`config.mk`:
```
export PLATFORM = sky130hd
export DESIGN_NAME = count_seq_ctrl
export DESIGN_NICKNAME = d
export VERILOG_FILES = /design/src/rtl/count_seq_pkg.sv /design/src/rtl/count_seq_ctrl_counter.sv /design/src/rtl/count_seq_ctrl.sv
export SDC_FILE = /design/constraint.sdc
export NUM_CORES = 1
export LEC_CHECK = 0
export BUFFER_PORTS_ARGS = -buffer_cell sky130_fd_sc_hd__buf_2
export CORE_MARGIN = 2
export CORE_UTILIZATION = 42
export CTS_BUF_LIST = sky130_fd_sc_hd__clkbuf_8
export CTS_CLUSTER_DIAMETER = 80
export DETAILED_ROUTE_END_ITERATION = 8
export PLACE_DENSITY = 0.68
export SLEW_MARGIN = 10
export SYNTH_ARGS = -nofsm -noshare
export SYNTH_HDL_FRONTEND = slang
export SYNTH_SLANG_ARGS = --single-unit
```
`constraint.sdc`:
```
create_clock -name clk -period 1.5 [get_ports clk]
set_input_delay 0 -clock clk [delete_from_list [all_inputs] [get_ports clk]]
set_output_delay 0 -clock clk [all_outputs]
set_load 0.1 [all_outputs]
```
`src/rtl/count_seq_pkg.sv`:
```
// Shared definitions for the count sequencer: default width and FSM state encoding.
package count_seq_pkg;

  localparam int unsigned DEFAULT_WIDTH = 4;

  typedef enum logic [1:0] {
    IDLE = 2'd0,
    RUN  = 2'd1,
    DONE = 2'd2
  } state_t;

endpackage

```
`src/rtl/count_seq_ctrl_counter.sv`:
```
// Count datapath: registered up-counter with synchronous reset, clear and enable.
// Clear takes priority over enable.
module up_counter_en #(
  parameter int unsigned WIDTH = 4
) (
  input  logic             clk,
  input  logic             reset,
  input  logic             clr,
  input  logic             en,
  output logic [WIDTH-1:0] q
);

  // Count register: reset/clear to zero, otherwise increment modulo 2^WIDTH when enabled.
  always_ff @(posedge clk) begin
    if (reset || clr) begin
      q <= '0;
    end else if (en) begin
      q <= q + WIDTH'(1);
    end
  end

endmodule

```
`src/rtl/count_seq_ctrl.sv`:
```
// Count sequence controller: one-shot or periodic count from 0 to a latched limit,
// with pause, abort and registered busy/done/wrap status.
module count_seq_ctrl
  import count_seq_pkg::*;
#(
  parameter int unsigned WIDTH = DEFAULT_WIDTH
) (
  input  logic             clk,
  input  logic             reset,
  input  logic             start,
  input  logic             stop,
  input  logic             pause,
  input  logic             mode,
  input  logic [WIDTH-1:0] limit,
  output logic [WIDTH-1:0] q,
  output logic             busy,
  output logic             done,
  output logic             wrap
);

  state_t           state;
  logic [WIDTH-1:0] lim_r;
  logic             mode_r;
  logic             at_lim;
  logic             clr;
  logic             en;

  up_counter_en #(
    .WIDTH(WIDTH)
  ) u_counter (
    .clk  (clk),
    .reset(reset),
    .clr  (clr),
    .en   (en),
    .q    (q)
  );

  // Counter control: clear on abort, on an accepted start and on a periodic wrap;
  // advance only while running, unpaused and below the limit.
  always_comb begin
    at_lim = (q == lim_r);
    clr    = 1'b0;
    en     = 1'b0;
    if (stop) begin
      clr = 1'b1;
    end else begin
      case (state)
        IDLE: clr = start;
        RUN: begin
          if (!pause) begin
            if (at_lim) clr = mode_r;
            else        en  = 1'b1;
          end
        end
        default: ;
      endcase
    end
  end

  // Sequencer FSM with registered status outputs.
  always_ff @(posedge clk) begin
    if (reset) begin
      state  <= IDLE;
      lim_r  <= '0;
      mode_r <= 1'b0;
      busy   <= 1'b0;
      done   <= 1'b0;
      wrap   <= 1'b0;
    end else if (stop) begin
      state <= IDLE;
      busy  <= 1'b0;
      done  <= 1'b0;
      wrap  <= 1'b0;
    end else begin
      done <= 1'b0;
      wrap <= 1'b0;
      case (state)
        IDLE: begin
          if (start) begin
            lim_r  <= limit;
            mode_r <= mode;
            if (limit == '0) begin
              state <= DONE;
              done  <= 1'b1;
            end else begin
              state <= RUN;
              busy  <= 1'b1;
            end
          end
        end
        RUN: begin
          if (!pause && at_lim) begin
            if (mode_r) begin
              wrap <= 1'b1;
            end else begin
              state <= DONE;
              busy  <= 1'b0;
              done  <= 1'b1;
            end
          end
        end
        DONE: begin
          state <= IDLE;
        end
        default: begin
          state <= IDLE;
          busy  <= 1'b0;
        end
      endcase
    end
  end

endmodule

```
**Word level (Yosys, flattened, before mapping)**

Index checks and enable logic that the tools add are counted.

- Register bits after elaboration: 14
- Input port bits: 10
- Memories: 0
- Logic and storage cells: 53
- Bits in writable memories: 0
- Latch bits: 0
- Output and inout port bits: 7
- ROM bits: 0

- $add $sub $neg: 1
- Bitwise gates (word level): 4
- Equality and inequality tests: 7
- Multiply operators: 0
- Shifts and indexed selects: 0
- Reduce and logical (&&, ||, !) cells: 10
- Divide/modulo/power cells: 0
- Multiplexer cells: 24
- Magnitude comparators: 0

Operators with widths:

| cell | count |
|---|---|
| $mux W1 | 16 |
| $mux W2 | 4 |
| $ne A2 B2 Y1 const B | 4 |
| $reduce_and A3 Y1 | 2 |
| $reduce_and A5 Y1 | 1 |
| $add A4 B1 Y4 const B | 1 |
| $eq A4 B4 Y1 | 1 |
| $logic_not A4 Y1 | 1 |
| $not A1 Y1 | 4 |
| $pmux W1 S2 | 2 |
| $pmux W2 S2 | 1 |
| $reduce_or A4 Y1 | 1 |
| $pmux W1 S3 | 1 |
| $eq A2 B1 Y1 const B | 1 |
| $eq A2 B2 Y1 const B | 1 |
| $logic_not A2 Y1 | 1 |
| $reduce_or A2 Y1 | 1 |
| $logic_and A1 B1 Y1 | 1 |
| $logic_not A1 Y1 | 1 |
| $logic_or A1 B1 Y1 | 1 |

**Longest topological paths before layout**

Gate-level depths: netlist of the first run.

- Depth in word-level cells: 6
- Depth in mapped cells: 4

**By module**

Synthesis of the first run repeated with hierarchy kept, for this count alone.

- Cells, all modules: 65
- Area, all modules: 650.6 µm²

Modules (own cells, without submodules):

| module | area each (µm²) | cells each | instances |
|---|---|---|---|
| count_seq_ctrl | 473.0 | 48 | 1 |
| up_counter_en | 177.7 | 17 | 1 |

**Worst setup path before layout of the first run**

Ideal clock, no wire load.

- Path kind: register -> register
- From: register u_counter.q[1]
- To: register done
- Arrival: 2.220 ns
- Cell stages (with the launch flop): 5
- Clock period less this slack: 2.278 ns
- Path buffers: 0
- Required time: 1.442 ns
- Setup time: 0.058 ns
- Path slack: -0.778 ns
- Cell sequence: dfxtp_1 -> xor2_1 -> or4_4 -> nor4b_4 -> o211a_1

- Cells in the longest elaborated chain, start to end: 4

Ends and longest elaborated chain:

| item | line | source |
|---|---|---|
| start: declaration | count_seq_ctrl_counter.sv:10 | `output logic [WIDTH-1:0] q` |
| start signal: assignment | count_seq_ctrl_counter.sv:18 | `q <= q + WIDTH'(1);` |
| $eq A4 B4 Y1 | count_seq_ctrl.sv:41 | `at_lim = (q == lim_r);` |
| $logic_and A1 B1 Y1 | count_seq_ctrl.sv:92 | `if (!pause && at_lim) begin` |
| $mux W1 | count_seq_ctrl.sv:92 |  |
| $pmux W1 S2 | count_seq_ctrl.sv:77 | `case (state)` |
| end signal: assignment | count_seq_ctrl.sv:75 | `done <= 1'b0;` |
| end signal: assignment | count_seq_ctrl.sv:84 | `done <= 1'b1;` |
| end signal: assignment | count_seq_ctrl.sv:98 | `done <= 1'b1;` |
| end: declaration | count_seq_ctrl.sv:17 | `output logic done,` |

Every way passes these cells.
A chain may end at the register's enable or synchronous reset.

**Final worst setup path of the first run**

- From: register lim_r[3]
- To: register done

- Cells in the longest elaborated chain, start to end: 4

Ends and longest elaborated chain:

| item | line | source |
|---|---|---|
| start: declaration | count_seq_ctrl.sv:22 | `logic [WIDTH-1:0] lim_r;` |
| start signal: assignment | count_seq_ctrl.sv:80 | `lim_r <= limit;` |
| $eq A4 B4 Y1 | count_seq_ctrl.sv:41 |  |
| $logic_and A1 B1 Y1 | count_seq_ctrl.sv:92 |  |
| $mux W1 | count_seq_ctrl.sv:92 |  |
| $pmux W1 S2 | count_seq_ctrl.sv:77 |  |

Every way passes these cells.

==> qor.tcl, run 1 <==
set qor(run_status) {finished with violations}
set qor(failed_checks) {setup timing}
set qor(rsz0062_at_grt) {yes}
set qor(fp-row-count) 14
set qor(die_width_um) 44.1
set qor(setup.worst_path.start) {lim_r[3]$_SDFFE_PP0P_}
set qor(number_of_i_o_pins) 17
set qor(ir_worst_vdd_mv) 0.560
set qor(postSynthRegisterBits) 14
set qor(post-synth-top-area-cell) {dfxtp_1}
set qor(post_synth_instance_area_um2) 677
set qor(synthesis.area_per_instance_um2) 10.4
set qor(synth_edf_count) 0
set qor(crit_path_max_fanout) 5
set qor(total_of_hold_buffers_inserted_after_clock_tree_synthesis) 0
set qor(die_area_mm2) 0.00195
set qor(first_global_vias) 505
set qor(max_cap_violations) 0
set qor(htreeDepth) 1
set qor(timing.final.setup_violations) 8
set qor(congestion_overflow_gr) 0
set qor(placeableCoreArea_mm2) 0.00151
set qor(synthMostInstantiatedCell) {dfxtp_1}
set qor(worst_skew_pair.late_latency_ns) 0.25
set qor(finalHoldViolCount) 0
set qor(areaGrowthSynthToFinish_pct) 39.2
set qor(worst_path_required_time_ns) 1.69
set qor(finalCriticalPeriod_ns) 1.57
set qor(n_antenna_cell) 0
set qor(ys_async_sr_fraction) 0
set qor(detailroute.via_count) 583
set qor(timing_worst_slew_pin_value_ns) 0.490
set qor(synthesis.instances) 65
set qor(place.gp.congestion) 0.704
set qor(criticalPathCategory) {flop to flop}
set qor(route.antenna.remaining_nets) 0
set qor(pwrdens_mw_per_mm2) 913
set qor(synth_nets) 76
set qor(clock_buffer_count_from_cts) 3
set qor(detail_route.wl_per_cell_um) 12.4
set qor(drcViolationCount) 0
set qor(detailedPlacementHpwl_um) 1120
set qor(cts_num_sinks) 14
set qor(worst_hold_slack_ns) 0.00450
set qor(share_of_the_clock_period_used_by_the_worst_path) 1.05
set qor(grt_pass1_wl_um) 2310
set qor(seq_area_frac_synth) 0.414
set qor(slew_headroom) 0.675
set qor(synth.cells.most_frequent) {dfxtp_1, nor2_1, mux2i_1}
set qor(skew_final_ns) 0.00299
set qor(route.detailed.vias_per_inst) 5.30
set qor(netlist_top_cells_area) {dfxtp_1, mux2i_1, nor2_1, xor2_1, nor4b_4}
set qor(fmax_mhz) 636
set qor(cts.reportedPaths.clkPinSlew_ns) 0.05
set qor(netlist-cell-type-count) 27
set qor(timing.final.ws_setup_ns) -0.0721
set qor(dr.pass1.iters) 4
set qor(r2r-start) {lim_r[3]$_SDFFE_PP0P_}
set qor(setup.worst_path.end_class) {flop}
set qor(postSynth.topFlopCell) {dfxtp_1}
set qor(static-leakage-power_nw) 0.442
set qor(drive_above_1_share) 0.489
set qor(finalInstanceArea_um2) 942
set qor(grt_start_max_net_pins) 10
set qor(yosysWarnings) 0
set qor(place_ws_ns) -0.0761
set qor(tritoncts) {done}
set qor(gr-usage-all-layers) 0.173
set qor(worst-r2r-setup-slack_ns) -0.07
set qor(hold_path_startpoint) {limit[0]}
set qor(effective_utilization_at_floorplan) 0.449
set qor(cts_max_path_buffers) 2
set qor(antenna_found_initial) 0
set qor(yosys_top_cell_area_share) 0.414
set qor(nets) 106
set qor(placed_area_um2) 871
set qor(hold_path_class) {input pin to flop}
set qor(chipHeight_um) 44.1
set qor(postRouteWirelength_um) 1370
set qor(finalMaxSlewViolations) 0
set qor(buffer_ports.inserted) 16
set qor(arrival_ns) 1.76
set qor(drtIter0Drc) 6
set qor(cp-start-kind) {flop}
set qor(clockRootBuffer) {clkbuf_8}
-- cells by family after synthesis --
kind of cell,after synthesis,synth area share
AND/OR/NAND/NOR,23,0.227
flip-flops,14,0.414
AO/OA/AOI/OAI,13,0.159
multiplexers,6,0.0887
XOR/XNOR,5,0.0758
buffers and inverters,3,0.0166
adder cells (fa/ha/maj),1,0.0185
-- metrics by stage --
stage | std cells | total power [mW] | TNS [ns] | utilization
6_report | 110 | 0.860 | -0.334 | 0.625
5_1_grt | 110 | 0.902 | -0.798 | 0.625
4_1_cts | 109 | 0.868 | -0.369 | 0.616
3_5_place_dp | 105 | 0.502 | -0.351 | 0.578
3_3_place_gp | 105 | 0.500 | -0.191 | 0.578
2_1_floorplan | 65 | 0.463 | -1.24 | -
-- repair_timing --
action	4_1_cts	5_1_grt
setup buffers	0	1
endpoints found under the setup margin	8	10
resized for setup	2	2
-- worst max-delay path: stages (launching register included) --
cell	delay, ns
dfxtp_2	0.33
xor2_2	0.17
or4_4	0.59
nor4b_4	0.24
o211a_1	0.18
-- per-layer routing --
layer | vias to the layer above | global-route usage | share of wire
li1 | 298 | - | -
met1 | 263 | 0.217 | 0.46
met3 | 5 | 0.0735 | 0.053
met2 | 17 | 0.241 | 0.46
met5 | - | 0 | 0
met4 | 0 | 0.109 | 0.023
-- final timing paths --
check	to	cells past startpoint
worst max-delay path	done$_SDFF_PP0_	4
worst min-delay path	lim_r[0]$_SDFFE_PP0P_	3
worst max register to register	done$_SDFF_PP0_	4
worst min register to register	lim_r[0]$_SDFFE_PP0P_	2
-- power by group --
part           internal (mW)  total, mW  leakage, nW  switching [mW]
registers              0.376      0.387        0.118          0.0102
clock network          0.232      0.361       0.0288           0.129
logic                 0.0489      0.112        0.295          0.0635
total                  0.658      0.860        0.442           0.203
-- sequential cells by signal, summed over array words and instances, names as in the netlist --
name         cells
state            2
wrap             1
busy             1
done             1
mode_r           1
u_counter.q      4
lim_r            4
-- placed cells by master (no fill, tap or decap) --
| cell type | instances |
|---|---|
| a31oi_1 | 1 |
| nor4b_2 | 1 |
| nand3_1 | 2 |
| nor3b_1 | 1 |
| a2111oi_0 | 2 |
| or4_4 | 1 |
| nor2_4 | 1 |
| or3_1 | 2 |
| o21ai_0 | 2 |
| or4_1 | 1 |
| mux2i_1 | 6 |
| a21oi_1 | 2 |
| buf_2 | 16 |
| xor2_2 | 3 |
| inv_1 | 2 |
| ha_1 | 1 |
| nand3b_1 | 1 |
| dfxtp_4 | 4 |
| xor2_1 | 2 |
| buf_4 | 10 |
| clkbuf_8 | 4 |
| o211a_1 | 2 |
| o31ai_1 | 2 |
| o211ai_2 | 1 |
| nor2_1 | 10 |
| nor4b_4 | 1 |
| nor4_1 | 1 |
| dfxtp_2 | 3 |
| o41ai_2 | 1 |
| or3b_1 | 1 |
| dfxtp_1 | 7 |
-- final cells by class --
class / count / area [um2]
Inverter: 2 / 7.51
Sequential cell: 14 / 299
Multi-Input combinational cell: 48 / 405
Clock buffer: 4 / 55.1
Timing Repair Buffer: 26 / 155
Fill cell: 139 / 564
Tap cell: 16 / 20.0
Power figures use the tool's default switching activity.
==> run 2, diff against run 1 <==
==> constraint.sdc (replaced) <==
create_clock -name clk -period 1.5 [get_ports clk]
set_input_delay 0.15 -clock clk [delete_from_list [all_inputs] [get_ports clk]]
set_output_delay 0.15 -clock clk [all_outputs]
set_load 0.1 [all_outputs]
==> qor.tcl, run 2 (synthesis results as in run 1) <==
set qor(antenna_found_initial) 0 ;# unchanged
set qor(totalNegativeSetupSlack_ns) -0.480 ;# was -0.334 ns
set qor(timing.critical_path.buf_inv) 0 ;# unchanged
set qor(clockRootBuffer) {clkbuf_8} ;# unchanged
set qor(detailedPlacementHpwl_um) 1210 ;# was 1120 um
set qor(crit_path_max_incr_delay_ns) 0.60 ;# was 0.59 ns
set qor(p_clk_frac) 0.379 ;# was 0.420
set qor(clock_buffer_count_from_cts) 3 ;# unchanged
set qor(crit_family) {simple AND/OR/NAND/NOR gates} ;# unchanged
set qor(tritoncts) {done} ;# unchanged
set qor(worst_hold_slack_ns) 0.142 ;# was 0.00450 ns
set qor(timing.final.ws_setup_ns) -0.115 ;# was -0.0721 ns
set qor(path_cells) {xor2_2, or4_4, nor4b_4, o211a_1} ;# unchanged
set qor(n_antenna_cell) 0 ;# unchanged
set qor(cell_internal_pwr_mw) 0.610 ;# was 0.658 mW
set qor(finalCriticalPeriod_ns) 1.62 ;# was 1.57 ns
set qor(setup.worst_path.end_class) {flop} ;# unchanged
set qor(crit_path_max_fanout) 5 ;# unchanged
set qor(route.antenna.remaining_nets) 0 ;# unchanged
set qor(worst_skew_pair.late_latency_ns) 0.24 ;# was 0.25 ns
set qor(drtIter0Drc) 11 ;# was 6
set qor(slowest_cp_cell) {or4_4} ;# unchanged
set qor(total_switching_power_mw) 0.216 ;# was 0.203 mW
set qor(detailroute.via_count) 614 ;# was 583
set qor(first_global_vias) 643 ;# was 505
set qor(sequentialPowerShare) 0.469 ;# was 0.449
set qor(failed_checks) {setup timing} ;# unchanged
set qor(power.share.switching) 0.261 ;# was 0.236
set qor(setup_bufs_post_cts) 0 ;# unchanged
set qor(route.detailed.vias_per_inst) 5.58 ;# was 5.30
set qor(htreeDepth) 1 ;# unchanged
set qor(nets) 106 ;# unchanged
set qor(static-leakage-power_nw) 0.444 ;# was 0.442 nW
set qor(cts_num_sinks) 14 ;# unchanged
set qor(share_of_the_clock_period_used_by_the_worst_path) 1.08 ;# was 1.05
set qor(skew_final_ns) 0.00107 ;# was 0.00299 ns
set qor(criticalPathCategory) {flop to flop} ;# unchanged
set qor(detail_route.wl_per_cell_um) 15.0 ;# was 12.4 um
set qor(dp.cells) 106 ;# was 105
set qor(drcViolationCount) 0 ;# unchanged
set qor(placeableCoreArea_mm2) 0.00151 ;# unchanged
set qor(slew_headroom) 0.678 ;# was 0.675
set qor(final_util) 0.640 ;# was 0.625
set qor(areaGrowthSynthToFinish_pct) 42.5 ;# was 39.2%
set qor(gr-usage-all-layers) 0.191 ;# was 0.173
set qor(chipHeight_um) 44.1 ;# unchanged
set qor(layoutNonFillerInstCount) 110 ;# unchanged
set qor(fp-row-count) 14 ;# unchanged
set qor(grt_start_max_net_pins) 10 ;# unchanged
set qor(cts_max_path_buffers) 2 ;# unchanged
set qor(postRouteWirelength_um) 1650 ;# was 1370 um
set qor(fmax_mhz) 619 ;# was 636 MHz
set qor(worst_path_required_time_ns) 1.69 ;# about the same
set qor(place.gp.congestion) 0.712 ;# was 0.704
set qor(timing_worst_slew_pin_value_ns) 0.486 ;# was 0.490 ns
set qor(die_width_um) 44.1 ;# unchanged
set qor(dr.pass1.iters) 4 ;# unchanged
set qor(layout_common_cells) {buf_2, nor2_1, buf_4, dfxtp_1, mux2i_1} ;# unchanged
set qor(buffer_ports.inserted) 16 ;# unchanged
set qor(hold_path_class) {input pin to flop} ;# unchanged
set qor(number_of_i_o_pins) 17 ;# unchanged
set qor(cts.reportedPaths.clkPinSlew_ns) 0.06 ;# was 0.05 ns
set qor(effective_utilization_at_floorplan) 0.449 ;# unchanged
set qor(finalHoldViolCount) 0 ;# unchanged
set qor(max_cap_violations) 0 ;# unchanged
set qor(arrival_ns) 1.80 ;# was 1.76 ns
set qor(timing.final.setup_violations) 8 ;# unchanged
set qor(die_area_mm2) 0.00195 ;# unchanged
set qor(cp-start-kind) {flop} ;# unchanged
set qor(pwrdens_mw_per_mm2) 856 ;# was 913 mW/mm2
set qor(run_status) {finished with violations} ;# unchanged
set qor(drive_above_1_share) 0.500 ;# was 0.489
set qor(grt_pass1_wl_um) 2640 ;# was 2310 um
set qor(ir_worst_vdd_mv) 0.670 ;# was 0.560 mV
set qor(finalMaxSlewViolations) 0 ;# unchanged
set qor(congestion_overflow_gr) 0 ;# unchanged
set qor(share_comb_of_total_power) 0.152 ;# was 0.131
set qor(biggestRegsByFlops) {lim_r x4, u_counter.q x4, state x2} ;# unchanged
set qor(most_common_cell_after_layout_fill_and_taps_aside) {buf_2} ;# unchanged
set qor(rsz0062_at_grt) {yes} ;# unchanged
-- run 2: cell types whose count changed in the layout (fill, tap and decap cells not counted), sizes merged --
cell / delta
clkinv: +1
clkbuf: -1
-- run 2: through the flow --
stage               total power, mW  area [um2]  setup slack (ns)
floorplan                     0.463         707            -0.199
global placement              0.502         878           -0.0588
detailed placement            0.506         878            -0.121
CTS                           0.827         952            -0.112
global route                  0.861         965            -0.147
finish                        0.826         965            -0.115
-- run 2: final timing paths --
check                              from               endpoint  slack, ns  cells past startpoint
setup reg to reg  lim_r[3]$_SDFFE_PP0P_  state[1]$_SDFFE_PP0P_      -0.12                      4
setup / recovery  lim_r[3]$_SDFFE_PP0P_  state[1]$_SDFFE_PP0P_      -0.12                      4
hold / removal                     mode    mode_r$_SDFFE_PP0P_       0.14                      3
hold reg to reg   lim_r[0]$_SDFFE_PP0P_  lim_r[0]$_SDFFE_PP0P_       0.52                      2
-- run 2: tightest hold or removal path: stages --
cell     delay (ns)
buf_2          0.07
mux2i_1        0.06
nor2_1         0.07
-- run 2: what timing repair did --
action,CTS,global route
resized for setup,6,4
setup endpoints to repair,8,10
pin swaps,4,3
hold buffers,0,0
-- run 2: metal layers --
metal	GRT usage	vias up	share of wire
met1	0.226	290	0.44
met2	0.303	21	0.49
met4	0.115	0	0.021
met3	0.0571	4	0.049
met5	0	-	0
li1	-	299	-
-- run 2: power groups by stage --
stage	Sequential (mW)	Combinational, mW	Clock [mW]
floorplan	0.407	0.0565	0
global placement	0.393	0.109	0
detailed placement	0.394	0.112	0
CTS	0.386	0.118	0.322
global route	0.388	0.133	0.339
finish	0.387	0.125	0.313
-- run 2: layout make-up --
type | instances | area, um2
Tap cell | 16 | 20.0
Multi-Input combinational cell | 48 | 438
Fill cell | 131 | 542
Sequential cell | 14 | 299
Inverter | 2 | 7.51
Clock inverter | 1 | 3.75
Clock buffer | 3 | 41.3
Timing Repair Buffer | 26 | 155
==> run 3, diff against run 2 <==
--- a/config.mk
+++ b/config.mk
@@ -6,7 +6,7 @@
 export NUM_CORES = 1
 export LEC_CHECK = 0
 export BUFFER_PORTS_ARGS = -buffer_cell sky130_fd_sc_hd__buf_2
-export CORE_MARGIN = 2
+export CORE_MARGIN = 1.5
 export CORE_UTILIZATION = 42
 export CTS_BUF_LIST = sky130_fd_sc_hd__clkbuf_8
 export CTS_CLUSTER_DIAMETER = 80
@@ -15,4 +15,5 @@
 export SLEW_MARGIN = 10
 export SYNTH_ARGS = -nofsm -noshare
 export SYNTH_HDL_FRONTEND = slang
+export SYNTH_HIERARCHICAL = 1
 export SYNTH_SLANG_ARGS = --single-unit
==> qor.tcl, run 3 <==
set qor(post_synth_instance_area_um2) 651 ;# was 677 um2
set qor(detailedPlacementHpwl_um) 1000 ;# was 1210 um
set qor(sequentialPowerShare) 0.468 ;# was 0.469
set qor(first_global_vias) 560 ;# was 643
set qor(die_area_mm2) 0.00179 ;# was 0.00195 mm2
set qor(placeableCoreArea_mm2) 0.00147 ;# was 0.00151 mm2
set qor(crit_path_max_fanout) 2 ;# was 5
set qor(slew_headroom) 0.676 ;# was 0.678
set qor(fmax_mhz) 661 ;# was 619 MHz
set qor(timing.final.setup_violations) 1 ;# was 8
set qor(grt_util_met2) 0.262 ;# was 0.303
set qor(detailroute.via_count) 568 ;# was 614
set qor(synthesis.instances) 65 ;# unchanged
set qor(grt_start_max_net_pins) 11 ;# was 10
set qor(cts_max_path_buffers) 2 ;# unchanged
set qor(yosys_top_cell_area_share) 0.431 ;# was 0.414
set qor(worst_skew_pair.late_latency_ns) 0.25 ;# was 0.24 ns
set qor(yosysWarnings) 6 ;# was 0
set qor(grt.met3_usage) 0.0517 ;# was 0.0571
set qor(layout_common_cells) {buf_2, buf_4, nor2_1, dfxtp_1, mux2i_1} ;# was buf_2, nor2_1, buf_4, dfxtp_1, mux2i_1
set qor(hold_path_class) {input pin to flop} ;# unchanged
set qor(nets) 106 ;# unchanged
set qor(place.gp.congestion) 0.800 ;# was 0.712
set qor(worst_path_required_time_ns) 1.63 ;# was 1.69 ns
set qor(areaGrowthSynthToFinish_pct) 44.2 ;# was 42.5%
set qor(static-leakage-power_nw) 0.389 ;# was 0.444 nW
set qor(r2r-start) {u_counter/q[0]$_SDFFE_PP0P_} ;# was lim_r[3]$_SDFFE_PP0P_
set qor(power.share.switching) 0.251 ;# was 0.261
set qor(route.antenna.remaining_nets) 0 ;# unchanged
set qor(postSynthRegisterBits) 14 ;# unchanged
set qor(clockRootBuffer) {clkbuf_8} ;# unchanged
set qor(share_of_the_clock_period_used_by_the_worst_path) 1.01 ;# was 1.08
set qor(worst-r2r-setup-slack_ns) -0.01 ;# was -0.12 ns
set qor(setup.worst_path.start) {u_counter/q[0]$_SDFFE_PP0P_} ;# was lim_r[3]$_SDFFE_PP0P_
set qor(setup.worst_path.end_class) {flop} ;# unchanged
set qor(criticalPathCategory) {flop to flop} ;# unchanged
set qor(placed_area_um2) 837 ;# was 878 um2
set qor(synthesis.area_per_instance_um2) 10.0 ;# was 10.4 um2
set qor(detail_route.wl_per_cell_um) 12.6 ;# was 15.0 um
set qor(seq_area_frac_synth) 0.431 ;# was 0.414
set qor(most_common_cell_after_layout_fill_and_taps_aside) {buf_2} ;# unchanged
set qor(cell_internal_pwr_mw) 0.614 ;# was 0.610 mW
set qor(rsz0062_at_grt) {yes} ;# unchanged
set qor(timing_worst_slew_pin_value_ns) 0.489 ;# was 0.486 ns
set qor(postRouteWirelength_um) 1380 ;# was 1650 um
set qor(max_cap_violations) 0 ;# unchanged
set qor(buffer_ports.inserted) 16 ;# unchanged
set qor(grt_pass1_wl_um) 2390 ;# was 2640 um
set qor(timing.final.ws_setup_ns) -0.0119 ;# was -0.115 ns
set qor(drtIter0Drc) 6 ;# was 11
set qor(number_of_i_o_pins) 17 ;# unchanged
set qor(cts.reportedPaths.clkPinSlew_ns) 0.06 ;# about the same
set qor(post-synth-top-area-cell) {dfxtp_1} ;# unchanged
set qor(share_comb_of_total_power) 0.148 ;# was 0.152
set qor(chipHeight_um) 42.4 ;# was 44.1 um
set qor(dp.cells) 105 ;# was 106
set qor(critPathMostFrequentCell) {nand4_1}
set qor(finalInstanceArea_um2) 938 ;# was 965 um2
set qor(cp-start-kind) {flop} ;# unchanged
set qor(worst_r2r_path_depth) 6 ;# was 4
set qor(layoutNonFillerInstCount) 110 ;# unchanged
set qor(synthMostInstantiatedCell) {dfxtp_1} ;# unchanged
set qor(antenna_found_initial) 0 ;# unchanged
set qor(ir_worst_vdd_mv) 0.614 ;# was 0.670 mV
set qor(route.detailed.vias_per_inst) 5.16 ;# was 5.58
set qor(path_cells) {xnor2_1, nand4_1, buf_4, nor4b_4, nand4_1, mux2_4} ;# was xor2_2, or4_4, nor4b_4, o211a_1
set qor(netlist_top_cells_area) {dfxtp_1, mux2i_1, xnor2_1, nor2_1, nor4b_1} ;# was dfxtp_1, mux2i_1, nor2_1, xor2_1, nor4b_4
set qor(crit_path_max_incr_delay_ns) 0.34 ;# was 0.60 ns
set qor(biggestRegsByFlops) {lim_r x4, u_counter/q x4, state x2} ;# was lim_r x4, u_counter.q x4, state x2
set qor(layout.area.seq_um2) 299 ;# unchanged
set qor(failed_checks) {setup timing} ;# unchanged
set qor(crit-reg2reg-capture) {u_counter/q[3]$_SDFFE_PP0P_} ;# was state[1]$_SDFFE_PP0P_
set qor(gr-usage-all-layers) 0.178 ;# was 0.191
set qor(n_antenna_cell) 0 ;# unchanged
set qor(synth.cells.most_frequent) {dfxtp_1, nor2_1, mux2i_1} ;# unchanged
set qor(fp-row-count) 14 ;# unchanged
set qor(final_util) 0.638 ;# was 0.640
set qor(postSynth.topFlopCell) {dfxtp_1} ;# unchanged
set qor(worst_hold_slack_ns) 0.137 ;# was 0.142 ns
set qor(effective_utilization_at_floorplan) 0.442 ;# was 0.449
set qor(htreeDepth) 1 ;# unchanged
set qor(met1_usage) 0.242 ;# was 0.226
set qor(slowest_cp_cell) {dfxtp_4} ;# was or4_4
set qor(gr_busiest_metal) {met2} ;# unchanged
set qor(num-fill-cells) 131 ;# unchanged
set qor(finalHoldViolCount) 0 ;# unchanged
set qor(arrival_ns) 1.65 ;# was 1.80 ns
set qor(die_width_um) 42.4 ;# was 44.1 um
set qor(drive_above_1_share) 0.521 ;# was 0.500
set qor(dr.pass1.iters) 4 ;# unchanged
set qor(synth_nets) 76 ;# unchanged
set qor(clock_buffer_count_from_cts) 3 ;# unchanged
set qor(congestion_overflow_gr) 0 ;# unchanged
set qor(multi_input_comb_area_um2) 419 ;# was 438 um2
set qor(tritoncts) {done} ;# unchanged
set qor(total_of_hold_buffers_inserted_after_clock_tree_synthesis) 0 ;# unchanged
set qor(cts_num_sinks) 14 ;# unchanged
set qor(run_status) {finished with violations} ;# unchanged
set qor(skew_final_ns) 0.00153 ;# was 0.00107 ns
set qor(pwrdens_mw_per_mm2) 875 ;# was 856 mW/mm2
set qor(finalCriticalPeriod_ns) 1.51 ;# was 1.62 ns
set qor(drcViolationCount) 0 ;# unchanged
set qor(synth_edf_count) 0 ;# unchanged
set qor(total_power_mw) 0.821 ;# was 0.826 mW
set qor(finalMaxSlewViolations) 0 ;# unchanged
set qor(ys_async_sr_fraction) 0 ;# unchanged
set qor(crit_path_end) {u_counter/q[3]$_SDFFE_PP0P_} ;# was state[1]$_SDFFE_PP0P_
set qor(netlist-cell-type-count) 26 ;# was 27
set qor(total_switching_power_mw) 0.206 ;# was 0.216 mW
set qor(p_clk_frac) 0.384 ;# was 0.379
==> run 3: kinds of logic (layout without fill, tap and decap cells) <==
kind of cell             count (synthesis)  after routing  share of synthesized area
AND/OR/NAND/NOR                         31             31                      0.294
multiplexers                             7              7                      0.110
flip-flops                              14             14                      0.431
AO/OA/AOI/OAI                            6              6                     0.0615
adder cells (fa/ha/maj)                  1              1                     0.0192
XOR/XNOR                                 5              5                     0.0673
buffers and inverters                    1             30                     0.0173
==> run 3: power by group through the flow <==
stage	combinational (mW)	sequential, mW	clock (mW)
6_report	0.122	0.384	0.315
5_1_grt	0.133	0.386	0.336
4_1_cts	0.115	0.383	0.321
3_5_place_dp	0.107	0.390	0
3_3_place_gp	0.105	0.391	0
2_1_floorplan	0.0523	0.403	0
==> run 3: routing by layer <==
layer	part of all wire	vias to the layer above
li1	-	290
met1	0.47	259
met2	0.46	16
met3	0.056	3
met4	0.012	0
met5	0	-
==> run 3: final cells by class <==
| class | count | share of cell area |
|---|---|---|
| Clock inverter | 1 | 0.00400 |
| Multi-Input combinational cell | 50 | 0.447 |
| Tap cell | 16 | 0.0213 |
| Timing Repair Buffer | 26 | 0.165 |
| Clock buffer | 3 | 0.0440 |
| Sequential cell | 14 | 0.319 |
==> run 3: metrics by stage <==
step	setup TNS, ns	setup slack, ns
global route	-0.279	-0.117
floorplan	-0.846	-0.235
finish	-0.0119	-0.0119
detailed placement	-0.118	-0.0436
CTS	-0.00638	-0.00638
global placement	-0.0300	-0.0207
==> run 3: worst min-delay path by stage <==
stage / start / end / cells past startpoint
final: mode / mode_r$_SDFFE_PP0P_ / 3
after global routing: mode / mode_r$_SDFFE_PP0P_ / 3
after CTS: mode / mode_r$_SDFFE_PP0P_ / 3
after detailed placement: mode / mode_r$_SDFFE_PP0P_ / 3
after global placement: mode / mode_r$_SDFFE_PP0P_ / 3
after floorplan: reset / lim_r[0]$_SDFFE_PP0P_ / 1
==> run 3: critical path, delay by kind of cell, from the launching register on <==
kind	cells	cell delay (ns)
AND/OR/NAND/NOR	3	0.48
buffers and inverters	1	0.13
multiplexers	1	0.32
flip-flops	1	0.34
XOR/XNOR	1	0.12
==> run 3: timing repair <==
action,in CTS,in global routing
buffers inserted,1,0
endpoints found under the setup margin,4,6
resized for setup,3,9
pin swaps,5,7
